--- config.mk ---
export PLATFORM = sky130hd
export DESIGN_NAME = receive_data_dispatch
export DESIGN_NICKNAME = d
export VERILOG_FILES = /design/src/rtl/receive_data_dispatch.sv
export SDC_FILE = /design/constraint.sdc
export NUM_CORES = 1
export LEC_CHECK = 0
export CELL_PAD_IN_SITES_DETAIL_PLACEMENT = 1
export CELL_PAD_IN_SITES_GLOBAL_PLACEMENT = 2
export CORE_UTILIZATION = 30
export DETAILED_ROUTE_END_ITERATION = 10
export PLACE_DENSITY_LB_ADDON = 0.1
export SYNTH_ARGS = -nofsm -noshare
export SYNTH_HDL_FRONTEND = slang
export SYNTH_SLANG_ARGS = --single-unit
--- constraint.sdc ---
create_clock -name clk -period 2.5 [get_ports clk]
set_input_delay 0.75 -clock clk [delete_from_list [all_inputs] [get_ports clk]]
set_output_delay 0.75 -clock clk [all_outputs]
set_load 0.01 [all_outputs]
--- src/rtl/receive_data_dispatch.sv ---
// Receive-side command dispatcher: decodes 1- and 2-byte UART frames
// into toggle-flagged command words for the machine FSMs.
module receive_data_dispatch #(
  parameter int TIMEOUT_CYCLES = 100000,
  parameter int TO_W           = 17
) (
  input  logic        clk,
  input  logic        rst,
  input  logic [7:0]  rx_data,
  input  logic        rx_valid,
  output logic [8:0]  op_cmd,
  output logic [8:0]  tgt_cmd,
  output logic [14:0] ext_cmd,
  output logic        cmd_stb,
  output logic        busy,
  output logic [7:0]  err_count,
  output logic [7:0]  leds
);

  localparam logic [0:0] S_IDLE = 1'b0;
  localparam logic [0:0] S_EXT  = 1'b1;

  localparam logic [TO_W-1:0] TO_LAST = TO_W'(TIMEOUT_CYCLES - 1);

  logic [0:0]      state_q, state_d;
  logic [TO_W-1:0] cnt_q, cnt_d;
  logic [5:0]      sid_q, sid_d;
  logic [8:0]      op_q, op_d;
  logic [8:0]      tgt_q, tgt_d;
  logic [14:0]     ext_q, ext_d;
  logic            stb_d, stb_q;
  logic [7:0]      err_q, err_d;
  logic [7:0]      leds_q, leds_d;
  logic            err_inc;

  // Frame decode, timeout tracking and next-state selection
  always_comb begin
    state_d = state_q;
    cnt_d   = cnt_q;
    sid_d   = sid_q;
    op_d    = op_q;
    tgt_d   = tgt_q;
    ext_d   = ext_q;
    stb_d   = 1'b0;
    leds_d  = leds_q;
    err_inc = 1'b0;

    if (rx_valid) begin
      leds_d = rx_data;
    end

    unique case (state_q)
      S_IDLE: begin
        if (rx_valid) begin
          unique case (rx_data[7:6])
            2'b00: err_inc = (rx_data != 8'h00);
            2'b01: begin
              op_d  = {2'b00, rx_data[5:0], ~op_q[0]};
              stb_d = 1'b1;
            end
            2'b10: begin
              tgt_d = {2'b00, rx_data[5:0], ~tgt_q[0]};
              stb_d = 1'b1;
            end
            2'b11: begin
              sid_d   = rx_data[5:0];
              cnt_d   = '0;
              state_d = S_EXT;
            end
            default: ;
          endcase
        end
      end
      S_EXT: begin
        // A byte in the timeout cycle still completes the frame
        if (rx_valid) begin
          ext_d   = {sid_q, rx_data, ~ext_q[0]};
          stb_d   = 1'b1;
          state_d = S_IDLE;
        end else if (cnt_q == TO_LAST) begin
          err_inc = 1'b1;
          state_d = S_IDLE;
        end else begin
          cnt_d = cnt_q + 1'b1;
        end
      end
      default: state_d = S_IDLE;
    endcase

    err_d = (err_inc && err_q != 8'hFF) ? err_q + 8'd1 : err_q;
  end

  // State and output registers with synchronous reset
  always_ff @(posedge clk) begin
    if (rst) begin
      state_q <= S_IDLE;
      cnt_q   <= '0;
      sid_q   <= '0;
      op_q    <= '0;
      tgt_q   <= '0;
      ext_q   <= '0;
      stb_q   <= 1'b0;
      err_q   <= '0;
      leds_q  <= '0;
    end else begin
      state_q <= state_d;
      cnt_q   <= cnt_d;
      sid_q   <= sid_d;
      op_q    <= op_d;
      tgt_q   <= tgt_d;
      ext_q   <= ext_d;
      stb_q   <= stb_d;
      err_q   <= err_d;
      leds_q  <= leds_d;
    end
  end

  assign op_cmd    = op_q;
  assign tgt_cmd   = tgt_q;
  assign ext_cmd   = ext_q;
  assign cmd_stb   = stb_q;
  assign busy      = (state_q == S_EXT);
  assign err_count = err_q;
  assign leds      = leds_q;

endmodule

# ---- Yosys cells after proc, flatten, opt, wreduce, memory -nomap -nowiden
# Index checks and enable logic that the tools add are counted.
dict set report totals {
  in_bits 11
  regBits 70
  wordCells 52
}
dict set report op_classes {
  bitwise_logic 4
  n_reduce_logical 9
  n_eq_ne 9
  n_mux 19
  add_sub_neg 2
}
# op n
set op_table {}
lappend op_table {{$mux 17} 4}
lappend op_table {{$pmux 17 s2} 1}
lappend op_table {{$add 17x1->17 const B} 1}
lappend op_table {{$eq 17x17->1 const B} 1}
lappend op_table {{$mux 1} 11}
lappend op_table {{$reduce_and 3->1} 3}
lappend op_table {{$add 8x1->8 const B} 1}
lappend op_table {{$ne 8x8->1 const B} 1}
lappend op_table {{$reduce_bool 8->1} 1}
lappend op_table {{$ne 2x2->1 const B} 3}
lappend op_table {{$pmux 1 s2} 3}
lappend op_table {{$eq 2x2->1 const B} 2}
lappend op_table {{$not 1->1} 4}
lappend op_table {{$reduce_and 4->1} 1}
lappend op_table {{$eq 2x1->1 const B} 1}
lappend op_table {{$logic_not 2->1} 1}
lappend op_table {{$ne 2x1->1 const B} 1}
lappend op_table {{$reduce_and 2->1} 1}
lappend op_table {{$reduce_or 2->1} 1}
lappend op_table {{$logic_and 1x1->1} 1}

# ---- Logic depth before layout (Yosys ltp)
dict set report depth {
  ltp_word 5
  mapped_depth 7
  ltp_nobuf 6
}

# ---- Least setup slack after synthesis
# Ideal clock, no wire load.
dict set report synth_timing {
  path_type {input -> register}
  startpoint {input rx_valid}
  endpoint {register err_q[3], in the netlist err_count[3]}
  stages 6
  arrival_ps 2200
  setup_slack_ps 230
  required_time_ps 2430
  setup_time_ps 70
  path_cell_list {clkbuf_1 nor2b_1 o311ai_0 o21a_1 or4_1 a21oi_1}
}
dict set report synth_via {
  elab_chain_len 3
  elab_cells_between_ends 4
}
# element line
set synth_rtl {}
lappend synth_rtl {{from (decl)} 10} ;# input logic rx_valid,
lappend synth_rtl {{$mux 1 (on tied branches)} {76, 54}}
lappend synth_rtl {{$pmux 1 s2 (*)} 52} ;# unique case (state_q)
lappend synth_rtl {{$logic_and 1x1->1 (*)} 90} ;# err_d = (err_inc && err_q != 8'hFF) ? err_q + 8'd1 : err_q;
lappend synth_rtl {{to (signal assigned)} 113} ;# err_q <= err_d;
lappend synth_rtl {{to (decl)} 32} ;# logic [7:0] err_q, err_d;
# Mark *: on every way between the ends. The rest lies on a longest branch, timed or not.
# A chain may end at the register's enable or synchronous reset.

# ---- Worst setup path after layout
dict set report layout_timing {
  startpoint {register cnt_q[12]}
  endpoint {register err_q[3], in the netlist err_count[3]}
}
dict set report layout_via {
  elab_chain_len 5
}
# element line
set layout_rtl {}
lappend layout_rtl {{from (decl)} 26} ;# logic [TO_W-1:0] cnt_q, cnt_d;
lappend layout_rtl {{from (signal assigned)} 107} ;# cnt_q <= cnt_d;
lappend layout_rtl {{$eq 17x17->1} 80} ;# end else if (cnt_q == TO_LAST) begin
lappend layout_rtl {{$mux 1} 80}
lappend layout_rtl {{$mux 1} 76} ;# if (rx_valid) begin
lappend layout_rtl {{$pmux 1 s2} 52}
lappend layout_rtl {{$logic_and 1x1->1} 90}
# No other way between the ends.

==> results.py <==
metrics = {
    "critical_path": {
        "cp.arrival_ns": 2.71,
        "required_ns": 2.79,
        "cp_max_fo": 13,
        "end_kind": "flop",
        "r2r_start": "cnt_q[12]$_SDFFE_PP0P_",
        "reg2reg_to": "err_count[3]$_SDFFE_PP0P_",
        "reg2regPathDepth": 6,
        "ff2ff_setup_slack_ns": 0.08,
        "critPathKind": "reg2reg",
        "start_kind": "flop",
    },
    "global_route": {
        "first_global_vias": 2920,
        "antenna_found_initial": 0,
        "grt_use_total_pct": 17.2,
        "grt_max_degree": 37,
        "overflow": 0,
        "grt_pass1_wl_mm": 14.8,
    },
    "yosys": {
        "yosys_warnings": 0,
        "syn_area_per_cell_um2": 8.76,
        "ys_ff_latch": 70,
        "ys_seq_area_share_pct": 45.1,
        "synth_async_sr_flop_share_pct": 0,
        "synth_edf_count": 0,
        "ys_types": 51,
        "syn_inst": 355,
        "ys.flop_type": "dfxtp_1",
        "synth_area_um2": 3110,
    },
    "timing": {
        "setup_viol": 0,
        "whs_ns": 0.461,
        "tightestPinTransition_ns": 0.537,
        "fmax_mhz": 413,
        "max-slew-margin-rel_pct": 64.2,
        "setup_ws_ns": 0.0811,
        "tns_ns": 0,
        "fin_crit_sh_pct": 96.8,
        "finClkSkew_ns": 0.00853,
        "rsz0062_at_grt": "no",
        "min_period_ns": 2.42,
        "drv_slew": 0,
        "hold_viol_final": 0,
    },
    "outcome": {
        "status": "completed",
    },
    "min_path": {
        "min_path_type": "reg2reg",
        "whs_path_depth": 2,
        "hold_start": "tgt_cmd[1]$_SDFFE_PP0P_",
        "worstHoldEndpoint": "tgt_cmd[1]$_SDFFE_PP0P_",
    },
    "clocking": {
        "cts_root_buffer": "clkbuf_8",
        "cts.sinks": 70,
        "hold_buffers": 0,
        "cts_buffers": 9,
        "cts_max_path_buffers": 2,
        "clk_latency_ns": 0.35,
        "htree_levels": 3,
        "clk_pin_slew_ns": 0.09,
        "cts_tree": "yes",
    },
    "detailed_routing": {
        "drc_errors": 0,
        "dr_total_vias": 2883,
        "post_drt_wl_per_cell_um": 15.1,
        "finalWirelength_mm": 8.86,
        "drt_iter0_drc": 117,
        "ant_nets": 0,
        "viasPerCell": 4.90,
        "drt_pre_antenna_iters": 4,
    },
    "final_layout": {
        "stdcell_count": 588,
        "mostFrequentLayoutCells": "dfxtp_1 (69), clkdlybuf4s50_1 (56), buf_4 (48), a21oi_1 (40), nor2_1 (38)",
        "fin_nets": 469,
        "num_antenna_cells": 0,
        "drive_gt1_share_pct": 17.1,
        "area_growth_pct": 39.8,
        "mostFrequentLayoutCell": "dfxtp_1",
        "post-route-util_pct": 43.9,
    },
    "place": {
        "hpwl_mm": 6.28,
        "port_buffers": 57,
        "gp_congestion": 0.716,
        "dp.cells": 570,
        "place_ws_ns": -0.337,
    },
    "pwr": {
        "power.density_nw_per_um2": 543,
        "peakVddDrop_uv": 252,
        "p_leak_uw": 0.00162,
    },
    "die": {
        "start_util_pct": 31.4,
        "die_x_um": 104,
        "boundaryPins": 62,
        "die_area_um2": 10800,
        "core_um2": 9910,
        "die_y_um": 104,
        "row_count": 36,
    },
    "run": {
        "cap_violations": 0,
    },
}
layout make-up:
class	instances	area (um^2)
Tap cell	133	166
Clock inverter	7	80.1
Timing Repair Buffer	108	986
Inverter	5	18.8
Clock buffer	9	124
Fill cell	1190	5560
Sequential cell	70	1400
Multi-Input combinational cell	256	1570
worst max-delay path, stage by stage, from the launching register on:
cell and delay, ns:
dfxtp_1 0.31, or4b_4 0.53, or4_4 0.55, o21a_1 0.22, buf_12 0.14, or4_1 0.46, a21oi_1 0.15
cell usage after synthesis, types with 5 or more instances:
master	count	area, um^2
ha_1	8	100
o21ai_0	10	50.1
nand3_1	27	135
nor2_1	38	143
and3_1	8	50.1
mux2i_1	22	220
nand2_1	30	113
dfxtp_1	70	1400
o31ai_1	5	37.5
nor3_1	8	40.0
clkbuf_1	18	67.6
a311oi_1	5	43.8
a21oi_1	40	200
repair_timing:
action | CTS | global route
setup buffers | 0 | 2
gates resized for setup | 0 | 3
endpoints found under the setup margin | 0 | 10
metal layers:
| layer | track usage, % | vias to the layer above | share of wire, % |
|---|---|---|---|
| li1 | - | 1453 | - |
| met3 | 5.41 | 7 | 4.8 |
| met1 | 21.6 | 1378 | 47 |
| met2 | 28.0 | 45 | 47 |
| met4 | 5.20 | 0 | 1.0 |
| met5 | 0 | - | 0 |
how the worst max path moves through the flow:
stage	slack, ns	depth (start not counted)	startpoint	endpoint
final	0.08	6	cnt_q[12]$_SDFFE_PP0P_	err_count[3]$_SDFFE_PP0P_
after CTS	0.04	6	cnt_q[5]$_SDFFE_PP0P_	err_count[3]$_SDFFE_PP0P_
after floorplan	0.23	6	rx_valid	err_count[3]$_SDFFE_PP0P_
after global routing	0.008	6	cnt_q[12]$_SDFFE_PP0P_	err_count[3]$_SDFFE_PP0P_
after detailed placement	-0.34	8	rx_data[4]	err_count[3]$_SDFFE_PP0P_
after global placement	-0.32	8	rx_data[4]	err_count[4]$_SDFFE_PP0P_
per-stage QoR:
stage / total power, uW / instance area (um^2)
global placement: 1430 / 4130
finish: 2360 / 4350
CTS: 2400 / 4330
floorplan: 1290 / 3120
global route: 2480 / 4350
detailed placement: 1430 / 4130
cell families (layout without fill, tap and decap cells):
kind of cell             after synthesis  in the layout  synth area share [%]
other                                  1              4                 0.121
adder cells (fa/ha/maj)                8              8                  3.22
XOR/XNOR                               3              3                 0.845
AND/OR/NAND/NOR                      142            142                  23.9
flip-flops                            70             70                  45.1
AO/OA/AOI/OAI                         76             76                  14.6
buffers and inverters                 32            129                  4.91
multiplexers                          23             23                  7.44
registers in the layout, summed over array words and instances (netlist names):
| name | count |
|---|---|
| err_count | 8 |
| cmd_stb | 1 |
| leds | 8 |
| op_cmd | 7 |
| busy | 1 |
| ext_cmd | 15 |
| tgt_cmd | 7 |
| sid_q | 6 |
| cnt_q | 17 |
power breakdown:
part | switching (uW) | internal, uW
clock | 488 | 473
combinational | 125 | 122
sequential | 14.6 | 1140
total | 628 | 1730
(Power assumes the default switching activity.)
